[config.mk]
export PLATFORM = sky130hd
export DESIGN_NAME = dc_ipu_texel_fetch_gen
export DESIGN_NICKNAME = d
export VERILOG_FILES = /design/src/rtl/dc_ipu_texel_fetch_gen.sv
export SDC_FILE = /design/constraint.sdc
export NUM_CORES = 1
export LEC_CHECK = 0
export ABC_AREA = 1
export BUFFER_PORTS_ARGS = -buffer_cell sky130_fd_sc_hd__clkbuf_2
export CORE_ASPECT_RATIO = 1.2
export CORE_MARGIN = 2
export CORE_UTILIZATION = 31
export DETAILED_ROUTE_END_ITERATION = 16
export PLACE_DENSITY = 0.56
export SYNTH_ARGS = -nofsm -noshare
export SYNTH_HDL_FRONTEND = slang
export SYNTH_SLANG_ARGS = --single-unit
[constraint.sdc]
create_clock -name clk -period 3.35 [get_ports clk]
set_input_delay 0 -clock clk [delete_from_list [all_inputs] [get_ports clk]]
set_output_delay 0 -clock clk [all_outputs]
set_load 0.01 [all_outputs]
[src/rtl/dc_ipu_texel_fetch_gen.sv]
// Texel fetch generator: clamps the two neighbouring texel indices of each
// sample to the texture edge, requests only the texels missing from a
// 2-texel sliding window, and emits a shift/fraction token for the
// horizontal interpolator.
//
// state | meaning
// IDLE  | waiting for a sample (in_ready=1)
// REQ0  | requesting texel i0
// REQ1  | requesting texel i1
// TOK   | presenting interpolator token
module dc_ipu_texel_fetch_gen #(
    parameter int TEX_SIZE_WIDTH  = 12,
    parameter int TEX_FRACT_WIDTH = 8
) (
    input  logic                       clk,
    input  logic                       nreset,
    input  logic                       clr,
    input  logic                       in_valid,
    output logic                       in_ready,
    input  logic                       in_sol,
    input  logic [TEX_SIZE_WIDTH-1:0]  tex_addr,
    input  logic [TEX_FRACT_WIDTH-1:0] tex_addr_fract,
    input  logic [TEX_SIZE_WIDTH-1:0]  tex_size,
    output logic                       req_valid,
    input  logic                       req_ready,
    output logic [TEX_SIZE_WIDTH-1:0]  req_addr,
    output logic                       out_valid,
    input  logic                       out_ready,
    output logic [TEX_FRACT_WIDTH-1:0] out_fract,
    output logic [1:0]                 out_shift
);

    localparam int AW = TEX_SIZE_WIDTH + 2;
    localparam logic signed [AW-1:0] ONE = 1;

    typedef enum logic [1:0] {S_IDLE, S_REQ0, S_REQ1, S_TOK} state_t;

    state_t                     state_q, state_d;
    logic [TEX_SIZE_WIDTH-1:0]  i0_q, i1_q;
    logic [TEX_FRACT_WIDTH-1:0] fract_q;
    logic [1:0]                 nshift_q;
    logic                       wvalid_q;

    logic signed [AW-1:0]       addr_s, addr1_s, max_s;
    logic [TEX_SIZE_WIDTH-1:0]  i0_c, i1_c;
    logic [1:0]                 nshift_c;
    logic                       accept;

    assign accept = in_valid && in_ready;

    // Clamp both neighbour indices; a zero-sized texture behaves as size 1.
    always_comb begin
        addr_s  = {{2{tex_addr[TEX_SIZE_WIDTH-1]}}, tex_addr};
        addr1_s = addr_s + ONE;
        max_s   = (tex_size == '0) ? '0 : $signed({2'b00, tex_size}) - ONE;
        i0_c    = '0;
        i1_c    = '0;
        if (addr_s >= 0)
            i0_c = (addr_s > max_s) ? max_s[TEX_SIZE_WIDTH-1:0] : addr_s[TEX_SIZE_WIDTH-1:0];
        if (addr1_s >= 0)
            i1_c = (addr1_s > max_s) ? max_s[TEX_SIZE_WIDTH-1:0] : addr1_s[TEX_SIZE_WIDTH-1:0];
    end

    // Window comparison; the latched indices of the last sample are the window.
    always_comb begin
        nshift_c = 2'd2;
        if (!wvalid_q || in_sol)
            nshift_c = 2'd2;
        else if (i0_c == i0_q && i1_c == i1_q)
            nshift_c = 2'd0;
        else if (i0_c == i1_q)
            nshift_c = 2'd1;
    end

    // State register.
    always_ff @(posedge clk or negedge nreset) begin
        if (!nreset)
            state_q <= S_IDLE;
        else
            state_q <= state_d;
    end

    // Next-state logic; clr overrides any handshake.
    always_comb begin
        state_d = state_q;
        case (state_q)
            S_IDLE: if (accept) begin
                case (nshift_c)
                    2'd0:    state_d = S_TOK;
                    2'd1:    state_d = S_REQ1;
                    default: state_d = S_REQ0;
                endcase
            end
            S_REQ0: if (req_ready) state_d = S_REQ1;
            S_REQ1: if (req_ready) state_d = S_TOK;
            S_TOK:  if (out_ready) state_d = S_IDLE;
            default: state_d = S_IDLE;
        endcase
        if (clr)
            state_d = S_IDLE;
    end

    // Sample and window registers, captured at accept.
    always_ff @(posedge clk or negedge nreset) begin
        if (!nreset) begin
            i0_q     <= '0;
            i1_q     <= '0;
            fract_q  <= '0;
            nshift_q <= '0;
            wvalid_q <= 1'b0;
        end else if (clr) begin
            i0_q     <= '0;
            i1_q     <= '0;
            fract_q  <= '0;
            nshift_q <= '0;
            wvalid_q <= 1'b0;
        end else if (accept) begin
            i0_q     <= i0_c;
            i1_q     <= i1_c;
            fract_q  <= tex_addr_fract;
            nshift_q <= nshift_c;
            wvalid_q <= 1'b1;
        end
    end

    // Outputs decoded from state; data held in registers keeps them stable.
    always_comb begin
        in_ready  = 1'b0;
        req_valid = 1'b0;
        req_addr  = '0;
        out_valid = 1'b0;
        out_fract = '0;
        out_shift = '0;
        case (state_q)
            S_IDLE: in_ready = 1'b1;
            S_REQ0: begin
                req_valid = 1'b1;
                req_addr  = i0_q;
            end
            S_REQ1: begin
                req_valid = 1'b1;
                req_addr  = i1_q;
            end
            S_TOK: begin
                out_valid = 1'b1;
                out_fract = fract_q;
                out_shift = nshift_q;
            end
            default: ;
        endcase
    end

endmodule

# Word level (Yosys, flattened, before mapping)
# Index checks and enable logic that the tools add are counted.
totals:
  register_bits: 37
  input_bits: 39
  out_inout_bits: 25
  elab_cells: 64
classes:
  addsub: 2
  order_cmp: 4
  n_eq_ne: 11
  muxes: 31
  reduce_logical: 10
ops:
  columns: ["cell", "count"]
  rows:
  - ["$mux W12", 8]
  - ["$eq A12 B12 Y1", 3]
  - ["$mux W8", 3]
  - ["$pmux W12 S2", 1]
  - ["$mux W2", 11]
  - ["$gt A12 B14 Y1", 1]
  - ["$gt A13 B14 Y1", 1]
  - ["$mux W14", 1]
  - ["$add A12 B2 Y13 const B", 1]
  - ["$ge A13 B1 Y1 const B", 1]
  - ["$sub A12 B1 Y13 const B", 1]
  - ["$ge A12 B1 Y1 const B", 1]
  - ["$logic_not A12 Y1", 1]
  - ["$ne A3 B3 Y1 const B", 4]
  - ["$pmux W2 S4", 1]
  - ["$mux W1", 5]
  - ["$eq A2 B1 Y1 const B", 2]
  - ["$eq A2 B2 Y1 const B", 2]
  - ["$logic_not A2 Y1", 2]
  - ["$pmux W2 S2", 1]
  - ["$reduce_and A4 Y1", 1]
  - ["$logic_and A1 B1 Y1", 2]
  - ["$reduce_bool A2 Y1", 1]
  - ["$reduce_or A2 Y1", 1]
  - ["other kinds (2)", 2]

# Depth between registers and ports, before layout
logic_depth:
  word_depth: 14
  mapped_depth: 30
  ltp_nobuf: 30

# Worst setup path after synthesis
# No wires, ideal clock.
synth_timing:
  path_type: "input-to-reg"
  start: "in tex_size[0]"
  end: "reg state_q[0]"
  setup_ps: 116
  arrival_ps: 2770
  required_ps: 3234
  setup_slack_ps: 464
  path_stages: 28
  path_buffers: 1
  path_cell_list: "inv_1 ha_1 nand3_1 nor2_1 nor2_1 a21oi_1 ha_1 nand2_1 inv_1 nand2_1 nand2_1 a21oi_1 nand2_1 nand2_2 nand3_2 buf_6 nand2_2 nand3_1 nand2_1 o21ai_1 inv_1 nand3_1 nor2_1 nand2_1 nor2_2 nand3_1 nand2_1 nand2_1"
synth_between:
  elab_chain_cells: 14
  elab_cells_between_ends: 22
  cone_classes: "add/sub: 1; order compare: 2; eq/ne: 4; mux: 12; reduce/logical: 3"
synth_rtl:
  columns: ["item", "line", "source"]
  rows:
  - ["start, declared", "23", "input logic [TEX_SIZE_WIDTH-1:0] tex_size,"]
  - ["$sub A12 B1 Y13 or $logic_not A12 Y1 (tied branches)", "55", "max_s = (tex_size == '0) ? '0 : $signed({2'b00, tex_size}) - ONE;"]
  - ["$mux W14 (*)", "55", null]
  - ["$gt A12 B14 Y1 or $gt A13 B14 Y1 (tied branches)", "59, 61", null]
  - ["$mux W12, on equally long branches", "59, 61", null]
  - ["$mux W12, on equally long branches", "58, 60", null]
  - ["$eq A12 B12 Y1, on equally long branches", "71, 69", null]
  - ["$mux W2 or $logic_and A1 B1 Y1 (tied branches)", "71, 69", null]
  - ["$mux W2 (*)", "69", "else if (i0_c == i0_q && i1_c == i1_q)"]
  - ["$mux W2 (*)", "67", "if (!wvalid_q || in_sol)"]
  - ["$eq A2 B1 Y1 or $logic_not A2 Y1 (tied branches)", "88", "case (nshift_c)"]
  - ["$pmux W2 S2 (*)", "88", null]
  - ["$mux W2 (*)", "87", "S_IDLE: if (accept) begin"]
  - ["$pmux W2 S4 (*)", "86", "case (state_q)"]
  - ["$mux W2 (*)", "99", "if (clr)"]
  - ["end signal, assigned", "80", "state_q <= state_d;"]
  - ["end, declared", "38", "state_t state_q, state_d;"]
# Every way passes the cells marked *; elsewhere a longest branch is shown, timed or not. The select of a mux whose other input is x is not followed.
# A chain may end at the register's enable or synchronous reset.

# Final worst setup path
# Ends and elaborated chain as after synthesis.

==> flow_summary.json <==
{
  "status": "complete, no violations",
  "remaining_drc_errors": 0,
  "crit_slowest_cell": "ha_1",
  "endpoint_kind": "flip-flop",
  "syn_area_um2": 4280,
  "syn_area_per_cell_um2": 6.06,
  "ir_drop_v": 0.000307,
  "synth_sequential_area_ratio_pct": 21.7,
  "routedWlPerCell_um": 15.2,
  "drtIter0Drc": 361,
  "ys_seq_elements": 37,
  "cts_tree": "built",
  "dieWidth_um": 111,
  "syn_inst": 706,
  "p_per_area_nw_per_um2": 389,
  "gp_congestion": 1.01,
  "viasPerCell": 5.00,
  "required_ps": 3530,
  "io_pins": 64,
  "crit_path_start_kind": "input port",
  "grt_use_total_pct": 20.5,
  "instances_no_fill": 1019,
  "nNetsFinal": 921,
  "maxSlewViolCount": 0,
  "relSlewSlack_pct": 43.2,
  "final_util_pct": 42.5,
  "dp_cells": 997,
  "clockBufferDepth": 2,
  "ant_nets": 0,
  "cp_common_cell": "nand2_1",
  "power_mw": 2.26,
  "period_share_pct": 92.1,
  "insertion_delay_ps": 280,
  "clock-sinks": 37,
  "place_area_um2": 5280,
  "synth-xor-area-share_pct": 2.19,
  "dp_slack_ps": -165,
  "grt_pass1_vias": 4929,
  "clock_skew_ps": 5.50,
  "wirelength_um": 15500,
  "die_h_um": 133,
  "firstDrtPassIters": 5,
  "cap_violations": 0,
  "vias": 5091,
  "synth_top_family_by_area": "simple AND/OR/NAND/NOR gates",
  "tightest_slew_ps": 851,
  "core_area_um2": 13600,
  "stdcell_area_um2": 5800,
  "leakagePower_nw": 3.20,
  "numCtsBuffers": 5,
  "grt_max_degree": 38,
  "critPathKind": "input port to flip-flop",
  "crit_arrival_ps": 3270,
  "synth_fa_ha_area_share_pct": 9.95,
  "drive_gt1_share_pct": 25.8,
  "synth_cell_types": 33,
  "path_max_fanout": 9,
  "dieArea_um2": 14800,
  "h-tree-depth": 2,
  "synthMuxAreaShare_pct": 0,
  "path_buf_inv": 6,
  "fin_hold_ws_ps": 17.4,
  "num_rows": 47,
  "setup_tns_ps": 0,
  "yosys_warnings": 0,
  "antenna_cells": 0,
  "setup_slack_ps": 264,
  "synth-compound-area-share_pct": 9.13,
  "antenna_found_initial": 0,
  "port_buffers": 63,
  "fmax_mhz": 324,
  "clk_pin_slew_ps": 60,
  "gr-total-overflow": 0,
  "crit_family": "simple AND/OR/NAND/NOR gates",
  "area_growth_pct": 35.6,
  "period_needed_ps": 3090,
  "grt_pass1_wl_um": 24800,
  "cts_root_buffer": "clkbuf_16",
  "hp-class": "input port to flip-flop",
  "initial_core_util_pct": 31.3,
  "hold_viol": 0,
  "slowest_delay_ps": 300,
  "synthSimpleGateAreaFrac_pct": 46.0,
  "finalSetupViolCount": 0,
  "hpwl_um": 12400
}
where the power goes:
group          internal, mW  switching [mW]  leakage, nW
registers             0.517          0.0717        0.502
logic                 0.440           0.752         2.63
clock network         0.292           0.187       0.0690
total                  1.25            1.01         3.20
path summary, 6_finish.rpt:
check / slack (ps) / from / endpoint / depth (start not counted)
worst max-delay path: 260 / tex_size[0] / state_q[0]$_DFFE_PN0P_ / 29
min in group asynchronous: 320 / nreset / fract_q[2]$_DFFE_PN0P_ / 3
worst min-delay path: 20 / in_valid / wvalid_q$_DFFE_PN0P_ / 3
worst max register to register: 1370 / state_q[0]$_DFFE_PN0P_ / i1_q[5]$_DFFE_PN0P_ / 6
max in group asynchronous: 2680 / nreset / i0_q[7]$_DFFE_PN0P_ / 3
worst min register to register: 490 / nshift_q[0]$_DFFE_PN0P_ / nshift_q[0]$_DFFE_PN0P_ / 2
logic make-up (layout without fill, tap and decap cells):
| logic type | Yosys count | in the layout |
|---|---|---|
| AOI/OAI and AO/OA | 65 | 65 |
| xor gates and xnor gates | 9 | 9 |
| adders and majority gates | 34 | 34 |
| buffers and inverters | 121 | 262 |
| DFF | 37 | 37 |
| other | 1 | 2 |
| and+or+nand+nor | 439 | 439 |
flip-flops by register name, indices dropped and copies added (netlist names):
register  count
i0_q         12
i1_q         12
fract_q       8
nshift_q      2
state_q       2
wvalid_q      1
area by class of cell:
type	instances	area, um2
Inverter	103	387
Multi-Input combinational cell	549	3100
Clock buffer	6	139
Fill cell	1496	7840
Timing Repair Buffer	152	1030
Sequential cell	37	926
Tap cell	171	214
Clock inverter	1	7.51
cells in the mapped netlist:
library cell  instances  share of area [%]
buf_4                 1               0.18
and2_1                1               0.15
xor2_2                2               0.76
nor2_4                1               0.26
nand3_4               1               0.41
clkinv_1              1              0.088
nor2_2                1               0.15
o21ai_1               2               0.23
or2_2                 3               0.44
inv_1               102                9.0
o21ai_0              10                1.2
nand4_1              39                5.7
o22ai_1              21                3.1
a21oi_1              21                2.5
xor2_1                7                1.4
a21o_1                2               0.35
buf_2                 4               0.47
a22o_1                8                1.6
nand2_2              11                1.6
nor2_1               65                5.7
and3_1                1               0.15
dfrtp_1              37                 22
conb_1                1              0.088
nand3_1              72                8.4
clkbuf_1             12                1.1
nor3_2                1               0.23
buf_6                 1               0.26
nand2_1             228                 20
a221oi_1              1               0.20
nand3_2               7                1.6
nor3_1                7               0.82
nand4_2               1               0.29
ha_1                 34                9.9
tightest hold or removal path, delay by kind of cell:
kind / cells / cell delay [ps]
AND/OR/NAND/NOR: 1 / 100
buffers and inverters: 1 / 90
AO/OA/AOI/OAI: 1 / 70
cell usage in the layout, fill, tap and decap left out, types with 8 or more instances in the layout:
cell type / synthesis / final
a21oi_1: 21 / 19
a22o_1: 8 / 8
buf_4: 1 / 74
clkbuf_2: 0 / 63
dfrtp_1: 37 / 37
dlygate4sd3_1: 0 / 10
ha_1: 34 / 31
inv_1: 102 / 102
nand2_1: 228 / 213
nand2_2: 11 / 25
nand3_1: 72 / 59
nand3_2: 7 / 18
nand4_1: 39 / 39
nor2_1: 65 / 61
o21ai_0: 10 / 10
o22ai_1: 21 / 21
routing by layer:
metal / wire length [um] / track usage [%]
met4: 616 / 8.50
met5: 0 / 0
met1: 6700 / 25.9
met3: 610 / 2.02
met2: 7550 / 35.8
what timing repair did:
item / in CTS / in global routing
endpoints found under the hold margin: 46 / 0
resized for setup: 0 / 51
setup endpoints to repair: 0 / 4
hold buffers: 10 / 0
setup buffers: 0 / 4
No activity file was read; power rests on OpenSTA's default activity.
